==> config.mk <==
export PLATFORM = sky130hd
export DESIGN_NAME = seven_seg_scan_decoder
export DESIGN_NICKNAME = d
export VERILOG_FILES = /design/src/rtl/seven_seg_pkg.sv /design/src/rtl/seg_pattern_decode.sv /design/src/rtl/seven_seg_scan_decoder.sv
export SDC_FILE = /design/constraint.sdc
export NUM_CORES = 1
export LEC_CHECK = 0
export ABC_AREA = 1
export BUFFER_PORTS_ARGS = -buffer_cell sky130_fd_sc_hd__buf_2
export CORE_UTILIZATION = 39
export CTS_BUF_LIST = sky130_fd_sc_hd__clkbuf_4 sky130_fd_sc_hd__clkbuf_8 sky130_fd_sc_hd__clkbuf_16
export DETAILED_ROUTE_END_ITERATION = 16
export GPL_TIMING_DRIVEN = 0
export MAX_ROUTING_LAYER = met4
export PLACE_DENSITY_LB_ADDON = 0.1
export SLEW_MARGIN = 40
export SYNTH_ARGS = -nofsm -noshare
export SYNTH_HDL_FRONTEND = slang
export SYNTH_SLANG_ARGS = --single-unit
==> constraint.sdc <==
create_clock -name clock -period 3.3 [get_ports clock]
set_input_delay 0.33 -clock clock [delete_from_list [all_inputs] [get_ports clock]]
set_output_delay 0.33 -clock clock [all_outputs]
set_load 0.1 [all_outputs]
==> src/rtl/seven_seg_pkg.sv <==
// Shared types and segment constants for the scanned 7-segment receive path.
// Define SEVEN_SEG_DP_EN to carry the active-low decimal point as seg_in bit 7.
package seven_seg_pkg;

  localparam logic [6:0] SEG_0     = 7'b100_0000;
  localparam logic [6:0] SEG_1     = 7'b111_1001;
  localparam logic [6:0] SEG_2     = 7'b010_0100;
  localparam logic [6:0] SEG_3     = 7'b011_0000;
  localparam logic [6:0] SEG_4     = 7'b001_1001;
  localparam logic [6:0] SEG_5     = 7'b001_0010;
  localparam logic [6:0] SEG_6     = 7'b000_0010;
  localparam logic [6:0] SEG_7     = 7'b111_1000;
  localparam logic [6:0] SEG_8     = 7'b000_0000;
  localparam logic [6:0] SEG_9     = 7'b001_1000;
  localparam logic [6:0] SEG_BLANK = 7'b111_1111;

  localparam logic [3:0] BCD_BLANK = 4'hF;

`ifdef SEVEN_SEG_DP_EN
  localparam int SEG_W = 8;

  typedef struct packed {
    logic [3:0] bcd;
    logic       blank;
    logic       error;
    logic       dp;
  } digit_t;

  localparam digit_t DIGIT_RESET = '{bcd: BCD_BLANK, blank: 1'b1, error: 1'b0, dp: 1'b0};
`else
  localparam int SEG_W = 7;

  typedef struct packed {
    logic [3:0] bcd;
    logic       blank;
    logic       error;
  } digit_t;

  localparam digit_t DIGIT_RESET = '{bcd: BCD_BLANK, blank: 1'b1, error: 1'b0};
`endif

endpackage

==> src/rtl/seg_pattern_decode.sv <==
// Combinational decode of one active-low segment pattern into a digit record.
// With SEVEN_SEG_DP_EN the decimal point rides along and never flags an error.
module seg_pattern_decode
  import seven_seg_pkg::*;
(
  input  logic [SEG_W-1:0] seg_i,
  output digit_t           digit_o
);

  always_comb begin
    digit_o       = DIGIT_RESET;
    digit_o.blank = 1'b0;
    case (seg_i[6:0])
      SEG_0:     digit_o.bcd = 4'd0;
      SEG_1:     digit_o.bcd = 4'd1;
      SEG_2:     digit_o.bcd = 4'd2;
      SEG_3:     digit_o.bcd = 4'd3;
      SEG_4:     digit_o.bcd = 4'd4;
      SEG_5:     digit_o.bcd = 4'd5;
      SEG_6:     digit_o.bcd = 4'd6;
      SEG_7:     digit_o.bcd = 4'd7;
      SEG_8:     digit_o.bcd = 4'd8;
      SEG_9:     digit_o.bcd = 4'd9;
      SEG_BLANK: digit_o.blank = 1'b1;
      default:   digit_o.error = 1'b1;
    endcase
`ifdef SEVEN_SEG_DP_EN
    digit_o.dp = ~seg_i[7];
`endif
  end

endmodule

==> src/rtl/seven_seg_scan_decoder.sv <==
// Reassembles scanned 7-segment beats into frames and publishes a frame once it
// has repeated STABLE_SCANS times and differs from what is shown. Optional: SEVEN_SEG_DP_EN.
module seven_seg_scan_decoder
  import seven_seg_pkg::*;
#(
  parameter int NUM_DIGITS   = 8,
  parameter int STABLE_SCANS = 2
) (
  input  logic                          clock,
  input  logic                          reset,
  input  logic [SEG_W-1:0]              seg_in,
  input  logic                          seg_valid,
  input  logic [$clog2(NUM_DIGITS)-1:0] digit_idx,
  output logic [4*NUM_DIGITS-1:0]       bcd_out,
  output logic [NUM_DIGITS-1:0]         blank_out,
  output logic [NUM_DIGITS-1:0]         error_out,
`ifdef SEVEN_SEG_DP_EN
  output logic [NUM_DIGITS-1:0]         dp_out,
`endif
  output logic                          frame_ready
);

  localparam int               IDX_W      = $clog2(NUM_DIGITS);
  localparam logic [IDX_W-1:0] LAST_IDX   = IDX_W'(NUM_DIGITS - 1);
  localparam logic [3:0]       STABLE_MAX = 4'(STABLE_SCANS);

  typedef digit_t [NUM_DIGITS-1:0] frame_t;

  digit_t           beat_digit;
  frame_t           shadow_q, shadow_d;
  frame_t           prev_q, prev_d;
  frame_t           pub_q, pub_d;
  logic [IDX_W-1:0] expected_q, expected_d;
  logic [3:0]       stable_q, stable_d;
  logic             prev_vld_q, prev_vld_d;
  logic             pub_done_q, pub_done_d;
  logic             ready_q, ready_d;

  seg_pattern_decode u_decode (
    .seg_i   (seg_in),
    .digit_o (beat_digit)
  );

  always_comb begin
    shadow_d   = shadow_q;
    prev_d     = prev_q;
    pub_d      = pub_q;
    expected_d = expected_q;
    stable_d   = stable_q;
    prev_vld_d = prev_vld_q;
    pub_done_d = pub_done_q;
    ready_d    = 1'b0;

    if (seg_valid) begin
      if (digit_idx == expected_q) begin
        shadow_d[digit_idx] = beat_digit;
        if (digit_idx == LAST_IDX) begin
          // shadow_d already holds this final beat, so it is the completed frame
          expected_d = '0;
          if (prev_vld_q && (shadow_d == prev_q))
            stable_d = (stable_q == STABLE_MAX) ? stable_q : stable_q + 4'd1;
          else
            stable_d = 4'd1;
          prev_d     = shadow_d;
          prev_vld_d = 1'b1;
          if ((stable_d == STABLE_MAX) && (!pub_done_q || (shadow_d != pub_q))) begin
            pub_d      = shadow_d;
            pub_done_d = 1'b1;
            ready_d    = 1'b1;
          end
        end else begin
          expected_d = expected_q + 1'b1;
        end
      end else if (digit_idx == '0) begin
        // An out-of-order index 0 restarts the frame with this beat as slot 0
        shadow_d[0] = beat_digit;
        expected_d  = IDX_W'(1);
      end else begin
        expected_d = '0;
      end
    end
  end

  always_ff @(posedge clock) begin
    if (reset) begin
      shadow_q   <= '0;
      prev_q     <= '0;
      pub_q      <= {NUM_DIGITS{DIGIT_RESET}};
      expected_q <= '0;
      stable_q   <= 4'd0;
      prev_vld_q <= 1'b0;
      pub_done_q <= 1'b0;
      ready_q    <= 1'b0;
    end else begin
      shadow_q   <= shadow_d;
      prev_q     <= prev_d;
      pub_q      <= pub_d;
      expected_q <= expected_d;
      stable_q   <= stable_d;
      prev_vld_q <= prev_vld_d;
      pub_done_q <= pub_done_d;
      ready_q    <= ready_d;
    end
  end

  for (genvar i = 0; i < NUM_DIGITS; i++) begin : g_out
    assign bcd_out[4*i +: 4] = pub_q[i].bcd;
    assign blank_out[i]      = pub_q[i].blank;
    assign error_out[i]      = pub_q[i].error;
`ifdef SEVEN_SEG_DP_EN
    assign dp_out[i]         = pub_q[i].dp;
`endif
  end

  assign frame_ready = ready_q;

endmodule

After elaboration in Yosys (flattened, before gate mapping):

Index checks and enable logic that the tools add are counted.

* register bits after elaboration: 154
* bits of input ports: 13
* output and inout bits: 49

* add/sub/neg operators: 2
* magnitude comparators: 2
* eq/ne operators: 16
* mux-type cells: 17
* bitwise operators: 3
* reduce and logical (&&, ||, !) cells: 14

Operators by type and width (number)
* bitwise mux 48 bit: 1
* equality test 48 bit: 1
* != test 48 bit: 1
* case mux 4 bit (10 select lines): 1
* equality test 7 bit, second input constant: 4
* equality test 7 x 5 -> 1 bit, second input constant: 3
* 2-to-1 mux 4 bit: 5
* demux 6 bit (select 3 bit): 1
* 2-to-1 mux 6 bit: 3
* equality test 7 x 6 -> 1 bit, second input constant: 2
* OR reduction 11 bit: 1
* equality test 4 x 2 -> 1 bit, second input constant: 2
* equality test 7 x 2 -> 1 bit, second input constant: 1
* logical NOT 7 bit: 1
* 2-to-1 mux 3 bit: 2
* adder 4 x 1 -> 4 bit, second input constant: 1
* < comparator 3 x 4 -> 1 bit, second input constant: 1
* 2-to-1 mux 1 bit: 4
* AND reduction 2 bit: 2
* AND reduction 4 bit: 1
* OR reduction 4 bit: 1
* adder 3 x 1 -> 3 bit, second input constant: 1
* equality test 3 bit: 1
* equality test 3 bit, second input constant: 1
* 8 further kinds: 12

Logic depth before layout (Yosys ltp):

Gate-level depths: netlist (run 1).

* depth in word-level cells: 14
* gate-level depth with buffers: 25
* mapped depth without buffers: 23

Cells and area by module:

From an unflattened synthesis (run 1), not the netlist that was laid out.

* cells, all modules: 1391
* area total of the unflattened synthesis: 8851.0 um^2

Modules (own cells, without submodules)
* seven_seg_scan_decoder: times used 1, cells each 1327, area each 8544.4 um^2
* seg_pattern_decode: times used 1, cells each 64, area each 306.5 um^2

Least setup slack after synthesis (run 1):

No wires, ideal clock.

* kind: input port to flip-flop
* start: input digit_idx[0]
* end: register pub_q, in the netlist bcd_out[10]
* library setup time: 0.130 ns
* arrival time: 2.501 ns
* required time: 3.170 ns
* setup slack: 0.669 ns
* stages on the path: 23
* path through: buf_2 inv_2 nand3_1 inv_2 nand2_1 nand2_1 nand2_1 nand2_1 nand2_1 nor2_1 nand3_1 nor2_1 nand2_1 nor2_1 nand2_1 nor2_1 nand3_1 nor2_1 nor2_1 buf_2 buf_2 nand4_1 nand3_1

* cells in the longest elaborated chain, start to end: 14
* elaborated cells between the ends (all ways): 19
* those cells by class: order compare (2); eq/ne (5); mux (7); reduce/logical (5)

Ends and longest elaborated chain
* from (decl): line seven_seg_scan_decoder.sv:13 `input logic [$clog2(NUM_DIGITS)-1:0] digit_idx,`
* < comparator 3 x 4 -> 1 bit (implied by the code) or >= comparator 3 x 1 -> 1 bit (tied branches): line seven_seg_scan_decoder.sv:56 `shadow_d[digit_idx] = beat_digit;`
* logical AND 1 bit (implied by the code): line seven_seg_scan_decoder.sv:56
* 2-to-1 mux 6 bit (implied by the code): line seven_seg_scan_decoder.sv:56
* demux 6 bit (select 3 bit): line seven_seg_scan_decoder.sv:56
* bitwise mux 48 bit: line seven_seg_scan_decoder.sv:56
* equality test 48 bit: line seven_seg_scan_decoder.sv:60 `if (prev_vld_q && (shadow_d == prev_q))`
* logical AND 1 bit: line seven_seg_scan_decoder.sv:60
* 2-to-1 mux 4 bit: line seven_seg_scan_decoder.sv:60
* 2-to-1 mux 4 bit: line seven_seg_scan_decoder.sv:57 `if (digit_idx == LAST_IDX) begin`
* 2-to-1 mux 4 bit: line seven_seg_scan_decoder.sv:55 `if (digit_idx == expected_q) begin`
* 2-to-1 mux 4 bit: line seven_seg_scan_decoder.sv:54 `if (seg_valid) begin`
* equality test 4 x 2 -> 1 bit: line seven_seg_scan_decoder.sv:66 `if ((stable_d == STABLE_MAX) && (!pub_done_q || (shadow_d != pub_q))) begin`
* logical AND 1 bit: line seven_seg_scan_decoder.sv:66
* AND reduction 4 bit (no source line)
* to (signal assigned): line seven_seg_scan_decoder.sv:88 `pub_q <= {NUM_DIGITS{DIGIT_RESET}};`
* to (signal assigned): line seven_seg_scan_decoder.sv:97 `pub_q <= pub_d;`
* to (decl): line seven_seg_scan_decoder.sv:32 `frame_t pub_q, pub_d;`

Several ways; a longest one is shown, not always the timed one. The select of a mux whose other input is x is not followed.
A chain may end at the register's enable or synchronous reset.

Final worst setup path (run 1):

* start: input digit_idx[2]
* end: register pub_q, in the netlist bcd_out[23]

The elaborated chain is that of the path after synthesis.

==> results.yml, run 1 <==
floorplan:
  row_count: 56
  start_util: 0.403
  die_x_um: 159
  core_area_um2: 23800
  die_area_um2: 25200
  die_y_um: 159
  ioPinCount: 62
outcome:
  outcome: "finished, final reports clean"
clock_tree:
  cts.sinks: 154
  htreeDepth: 4
  root_buffer: "clkbuf_16"
  clk_latency_ns: 0.45
  ctsLongestPathBuffers: 2
  cts_hold_buf: 0
  clk_pin_slew_ns: 0.07
  cts_buffers: 17
  cts_tree: "done"
logic_synthesis:
  yosys-top-cells-area: "dfxtp_1, nand2_1, nand3_1"
  yosys_warnings: 0
  synth.top_cell.area_share: 0.322
  ys_seq_area_frac: 0.322
  syn_area_per_cell_um2: 6.11
  synth_ff_type: "dfxtp_1"
  synthDistinctLibCells: 43
  ys_async_sr_fraction: 0
  synth_edf_count: 0
  syn_area_um2: 9570
  yosysTopAreaCell: "dfxtp_1"
  syn_inst: 1567
  synth_seq_cells: 154
  synth_nets: 1583
critical_path:
  crit_fanout: 10
  cp-start-kind: "primary input"
  worst-path-buf-inv: 5
  cp.arrival_ns: 3.41
  path_class: "primary input to register"
  cp.required_ns: 3.60
  crit_path_max_incr_delay_ns: 0.26
  path_cells: "buf_2 -> clkinvlp_4 -> nand3_4 -> inv_4 -> nand3_1 -> nand2_1 -> nand2_1 -> nand2_1 -> nor2_1 -> nand4_1 -> nor2_1 -> nand2_1 -> nor2_1 -> nand2_1 -> nor2_1 -> nand3_1 -> nand2_1 -> nor2_1 -> buf_2 -> buf_4 -> nand4_1 -> nand3_1"
  crit_top_cell: "nand2_1"
  crit_path_end_kind: "register"
  worst_path_max_delay_cell: "nand4_1"
  critical_path.top_delay_family: "simple AND/OR/NAND/NOR gates"
finish:
  layout.cells.non_filler: 1985
  seqCellArea_um2: 3080
  diodes: 0
  area_growth_pct: 16.7
  final_layout_size_suffix_gt1_frac: 0.139
  layout.nets: 1670
  fill_cells: 2548
  multi_input_area_um2: 5500
placement:
  post-place-ws_ns: -0.806
  io_buffer_count: 59
  dp_cells: 1945
  place_congestion: 0.982
  dp_hpwl_um: 30300
global_route:
  grt_max_degree: 17
  grtUsageTotal: 0.339
  antenna_found_initial: 0
  grt_pass1_wl_um: 59700
  overflow: 0
  first_global_vias: 9518
route:
  wirelength_um: 40300
  dr_wl_met2_um: 17700
  final_antenna_net_count: 0
  drc: 0
  routedWlPerCell_um: 20.3
  num_vias: 10700
  drtIter0Drc: 1124
  wl_met1_um: 18000
  dr_wl_met3_um: 3310
  drtPass1Iterations: 8
  viasPerCell: 5.41
  top_layer_used: "met4"
sta:
  holdWs_ns: 0.201
  skew_ns: 0.0107
  fin_crit_sh: 0.941
  setup_viol: 0
  tightest_slew_ns: 0.921
  finalHoldViolCount: 0
  setup_slack_ns: 0.193
  max_slew_margin: 0.386
  post-route-min-period_ns: 3.11
  drv_slew: 0
  fmax_mhz: 322
job:
  maxCapViolCount: 0
power_and_ir_drop:
  p_leak_nw: 5.75
  powerDensity_nw_per_um2: 414
  ir_drop_mv: 0.251
  power_mw: 4.62
hold_path:
  min_path_type: "primary input to register"
[worst paths after layout]
check | from | endpoint | slack [ns] | depth (start not counted)
max | digit_idx[2] | bcd_out[23]$_SDFFE_PP1P_ | 0.19 | 22
min | seg_valid | shadow_q[1]$_SDFFE_PP0P_ | 0.20 | 3
max reg2reg | expected_q[2]$_SDFFE_PP0P_ | bcd_out[23]$_SDFFE_PP1P_ | 0.34 | 14
min reg2reg | shadow_q[47]$_SDFFE_PP0P_ | shadow_q[47]$_SDFFE_PP0P_ | 0.46 | 2
[through the flow]
step | utilization | instance area [µm²] | TNS (ns)
2_1_floorplan | - | 9570 | 0
3_3_place_gp | 0.432 | 10300 | -50.30
3_5_place_dp | 0.433 | 10300 | -44.74
4_1_cts | 0.460 | 10900 | 0
5_1_grt | 0.470 | 11200 | -0.0421
6_report | 0.470 | 11200 | 0
[layout make-up]
type | count | area share
Buffer | 60 | 0.0288
Clock buffer | 19 | 0.0405
Clock inverter | 12 | 0.0124
Inverter | 233 | 0.0813
Multi-Input combinational cell | 1120 | 0.493
Sequential cell | 154 | 0.276
Tap cell | 319 | 0.0357
Timing Repair Buffer | 68 | 0.0325
[cell families (layout without fill, tap and decap cells)]
family	Yosys count	count (layout)	synth area share
buffers and inverters	293	392	0.121
and+or+nand+nor	887	887	0.416
AOI/OAI and AO/OA	213	213	0.121
DFF	154	154	0.322
xor gates and xnor gates	17	17	0.0156
adders and majority gates	3	3	0.00392
[metal layers]
metal,vias to the layer above,track usage
li1,5192,-
met2,478,0.514
met5,-,-
met3,72,0.0465
met1,5005,0.461
met4,0,0.112
[repair_timing]
item / in CTS / in global routing
gates resized for setup: 18 / 58
setup endpoints to repair: 93 / 95
buffers inserted: 0 / 9
pin swaps: 0 / 6
[registers in the layout, indices dropped and copies added, names as in the netlist]
register,count
stable_q,4
bcd_out,32
blank_out,8
prev_vld_q,1
shadow_q,48
error_out,8
expected_q,3
frame_ready,1
pub_done_q,1
prev_q,48
[Yosys cell counts (all sizes together), types with 3 or more instances]
| library cell | n |
|---|---|
| nor3 | 7 |
| clkbuf | 35 |
| buf | 25 |
| and2 | 9 |
| xnor2 | 3 |
| nand3 | 206 |
| o21ai | 93 |
| nand2 | 477 |
| a21oi | 90 |
| a31oi | 5 |
| clkinv | 4 |
| o211ai | 16 |
| nor2 | 122 |
| inv | 229 |
| dfxtp | 154 |
| nand4 | 39 |
| or2 | 17 |
| xor2 | 14 |
| nand3b | 6 |
| ha | 3 |
[worst register-to-register path, delay by kind of cell, from the launching register on]
family	cells	cell delay (ns)
flops	1	0.35
buf+inv	5	0.89
xor+xnor	1	0.17
simple gates	8	1.49
[power by group]
part	switching [mW]	internal, mW	total (mW)
combinational	0.476	0.175	0.652
sequential	0.0135	1.88	1.90
clock	0.911	1.16	2.07
total	1.40	3.22	4.62
[layout by cell type, fill, tap and decap left out, types with 5 or more instances in the layout]
cell	Yosys	routed
nand2_1	461	457
inv_1	215	213
nand3_1	190	184
dfxtp_1	154	154
nor2_1	111	105
o21ai_0	91	91
a21oi_1	90	90
buf_2	13	67
nand4_1	39	39
clkbuf_1	35	27
nand2_2	16	18
clkbuf_16	0	17
o211ai_1	16	16
or2_2	16	16
nand3_2	16	15
buf_4	3	14
xor2_1	14	12
inv_2	14	11
clkbuf_2	0	9
and2_1	9	9
nor2_2	5	8
nor2_4	5	8
nand3_4	0	7
nand3b_1	6	6
buf_6	4	5
a31oi_1	5	5
clkinvlp_4	0	5
nor3_1	7	5
(Power assumes the default switching activity.)
==> inputs of run 2 (changes only) <==
--- a/config.mk
+++ b/config.mk
@@ -13,6 +13,7 @@
 export GPL_TIMING_DRIVEN = 0
 export MAX_ROUTING_LAYER = met4
 export PLACE_DENSITY_LB_ADDON = 0.1
+export RECOVER_POWER = 50
 export SLEW_MARGIN = 40
 export SYNTH_ARGS = -nofsm -noshare
 export SYNTH_HDL_FRONTEND = slang
==> constraint.sdc (replaced) <==
create_clock -name clock -period 2.5 [get_ports clock]
set_input_delay 0.25 -clock clock [delete_from_list [all_inputs] [get_ports clock]]
set_output_delay 0.25 -clock clock [all_outputs]
set_load 0.1 [all_outputs]
==> run 2 against run 1 <==
Compared with the run above:
- the flow now finishes with violations (negative setup slack)
- sequential power rose by 32%
- wire length rose by 8.0%
- non-clock buffer count rose by 99
- worst hold slack got worse by 0.092 ns
==> results.yml, run 2 (synthesized netlist as in run 1, its figures left out) <==
outcome:
  outcome: "complete, but fails checks"
  failed_checks: "negative setup slack"
route:
  drc: 0
  drtPass1Iterations: 6
  wirelength_um: 43500
  final_antenna_net_count: 0
  routedWlPerCell_um: 20.9
  viasPerCell: 5.43
  drtIter0Drc: 1132
  num_vias: 11300
critical_path:
  crit_fanout: 8
  crit_path_max_incr_delay_ns: 0.28
  worst_path_max_delay_cell: "nor2_4"
  crit_top_cell: "nand3_1"
  critical_path.top_delay_family: "simple AND/OR/NAND/NOR gates"
  cp.arrival_ns: 3.20
  cp-start-kind: "primary input"
  path_class: "primary input to register"
  r2r_start: "expected_q[2]$_SDFFE_PP0P_"
  worst-path-buf-inv: 4
  path_cells: "buf_4 -> nand2_1 -> nor2_4 -> nand2_4 -> nand3_1 -> nor2_4 -> buf_6 -> nand3_1 -> nand3_1 -> nand2_1 -> nor3_1 -> nand2_1 -> nor2_2 -> nand3_1 -> nor2_4 -> nand3_2 -> nand2_2 -> nor2_4 -> buf_12 -> bufbuf_16 -> nand2_1 -> nand3_1"
  crit_path_end_kind: "register"
  cp.required_ns: 2.79
  critPathLaunch: "seg_in[3]"
clock_tree:
  ctsLongestPathBuffers: 2
  cts_buffers: 17
  cts_hold_buf: 0
  clk_latency_ns: 0.45
  clk_pin_slew_ns: 0.07
  cts.sinks: 154
  root_buffer: "clkbuf_16"
  cts_tree: "done"
  htreeDepth: 4
power_and_ir_drop:
  powerDensity_nw_per_um2: 484
  p_leak_nw: 6.51
  sw_frac_of_total: 0.317
  ir_drop_mv: 0.364
  p_comb_frac: 0.178
  p_int_mw: 4.42
  p_sw_mw: 2.05
  power_mw: 6.47
  pwr-share-clk: 0.435
  p_seq_frac: 0.387
finish:
  mostFrequentLayoutCells: "nand2_1, inv_1, dfxtp_1"
  final_common_cell: "nand2_1"
  layout.cells.non_filler: 2086
  area_growth_pct: 39.8
  layout.nets: 1769
  final_layout_size_suffix_gt1_frac: 0.273
  final_util: 0.563
floorplan:
  start_util: 0.403
  ioPinCount: 62
  die_area_um2: 25200
  die_y_um: 159
  core_area_um2: 23800
  die_x_um: 159
  row_count: 56
hold_path:
  hp-start: "seg_valid"
  min_path_type: "primary input to register"
global_route:
  overflow: 0
  antenna_found_initial: 1
  grtUsageTotal: 0.355
  grt_pass1_wl_um: 62100
  grt_max_degree: 17
  first_global_vias: 10200
placement:
  post-place-ws_ns: -1.80
  io_buffer_count: 59
  place_congestion: 0.982
  dp_cells: 1945
  dp_hpwl_um: 30800
sta:
  finalHoldViolCount: 0
  tightest_slew_ns: 1.17
  fmax_mhz: 344
  setup_viol: 51
  skew_ns: 0.0158
  rsz0062_at_grt: "yes"
  max_slew_margin: 0.221
  fin_crit_sh: 1.16
  post-route-min-period_ns: 2.90
  drv_slew: 0
  setup_slack_ns: -0.403
job:
  maxCapViolCount: 0
## run 2: worst reg2reg max path, delay by kind of cell (launching register included)
kind                      cells  cell delay (ns)
xor gates and xnor gates      1             0.17
DFF                           1             0.35
buffers and inverters         5             0.73
and+or+nand+nor               9             1.51
## run 2: power groups by stage
stage / Clock (mW) / Combinational, mW / Sequential, mW
2_1_floorplan: 0 / 0.517 / 2.56
3_3_place_gp: 0 / 0.801 / 2.56
3_5_place_dp: 0 / 0.803 / 2.56
4_1_cts: 2.81 / 1.02 / 2.50
5_1_grt: 2.90 / 1.22 / 2.51
6_report: 2.82 / 1.15 / 2.51
## run 2: layout make-up
class,count,area (µm²)
buffer,60,497
antenna,1,2.50
sequential,154,3090
timing repair buffer,167,1390
fill,2321,10400
clock buffer,19,447
inverter,233,947
multi-input combinational,1120,6450
tap,319,399
clock inverter,13,158
## run 2: metrics by stage
| stage | instance area, µm² | hold WS (ns) | setup TNS [ns] |
|---|---|---|---|
| 2_1_floorplan | 9590 | 0.410 | 0 |
| 3_3_place_gp | 10300 | 0.435 | -157.18 |
| 3_5_place_dp | 10300 | 0.439 | -149.04 |
| 4_1_cts | 12600 | 0.0965 | -14.31 |
| 5_1_grt | 13400 | 0.112 | -27.14 |
| 6_report | 13400 | 0.109 | -16.56 |
## run 2: timing repair
action / in CTS / in global routing
resized for setup: 256 / 178
setup endpoints to repair: 147 / 137
pin swaps: 52 / 71
setup buffers: 70 / 30
gates cloned: 6 / 2
hold endpoints to repair: 0 / 0
## run 2: routing by layer
layer / part of all wire / global-route usage / vias to the layer above / routed length, µm
met4: 0.046 / 0.156 / 0 / 2020
li1: - / - / 5411 / -
met2: 0.44 / 0.538 / 494 / 19000
met3: 0.092 / 0.0792 / 108 / 4020
met1: 0.42 / 0.452 / 5321 / 18500
met5: 0 / - / - / 0
## run 2: final timing paths
kind	to	slack, ns	cells past startpoint
max	blank_out[6]$_SDFFE_PP1P_	-0.40	22
min	shadow_q[1]$_SDFFE_PP0P_	0.11	3
max reg2reg	error_out[6]$_SDFFE_PP0P_	-0.33	15
min reg2reg	shadow_q[47]$_SDFFE_PP0P_	0.46	2
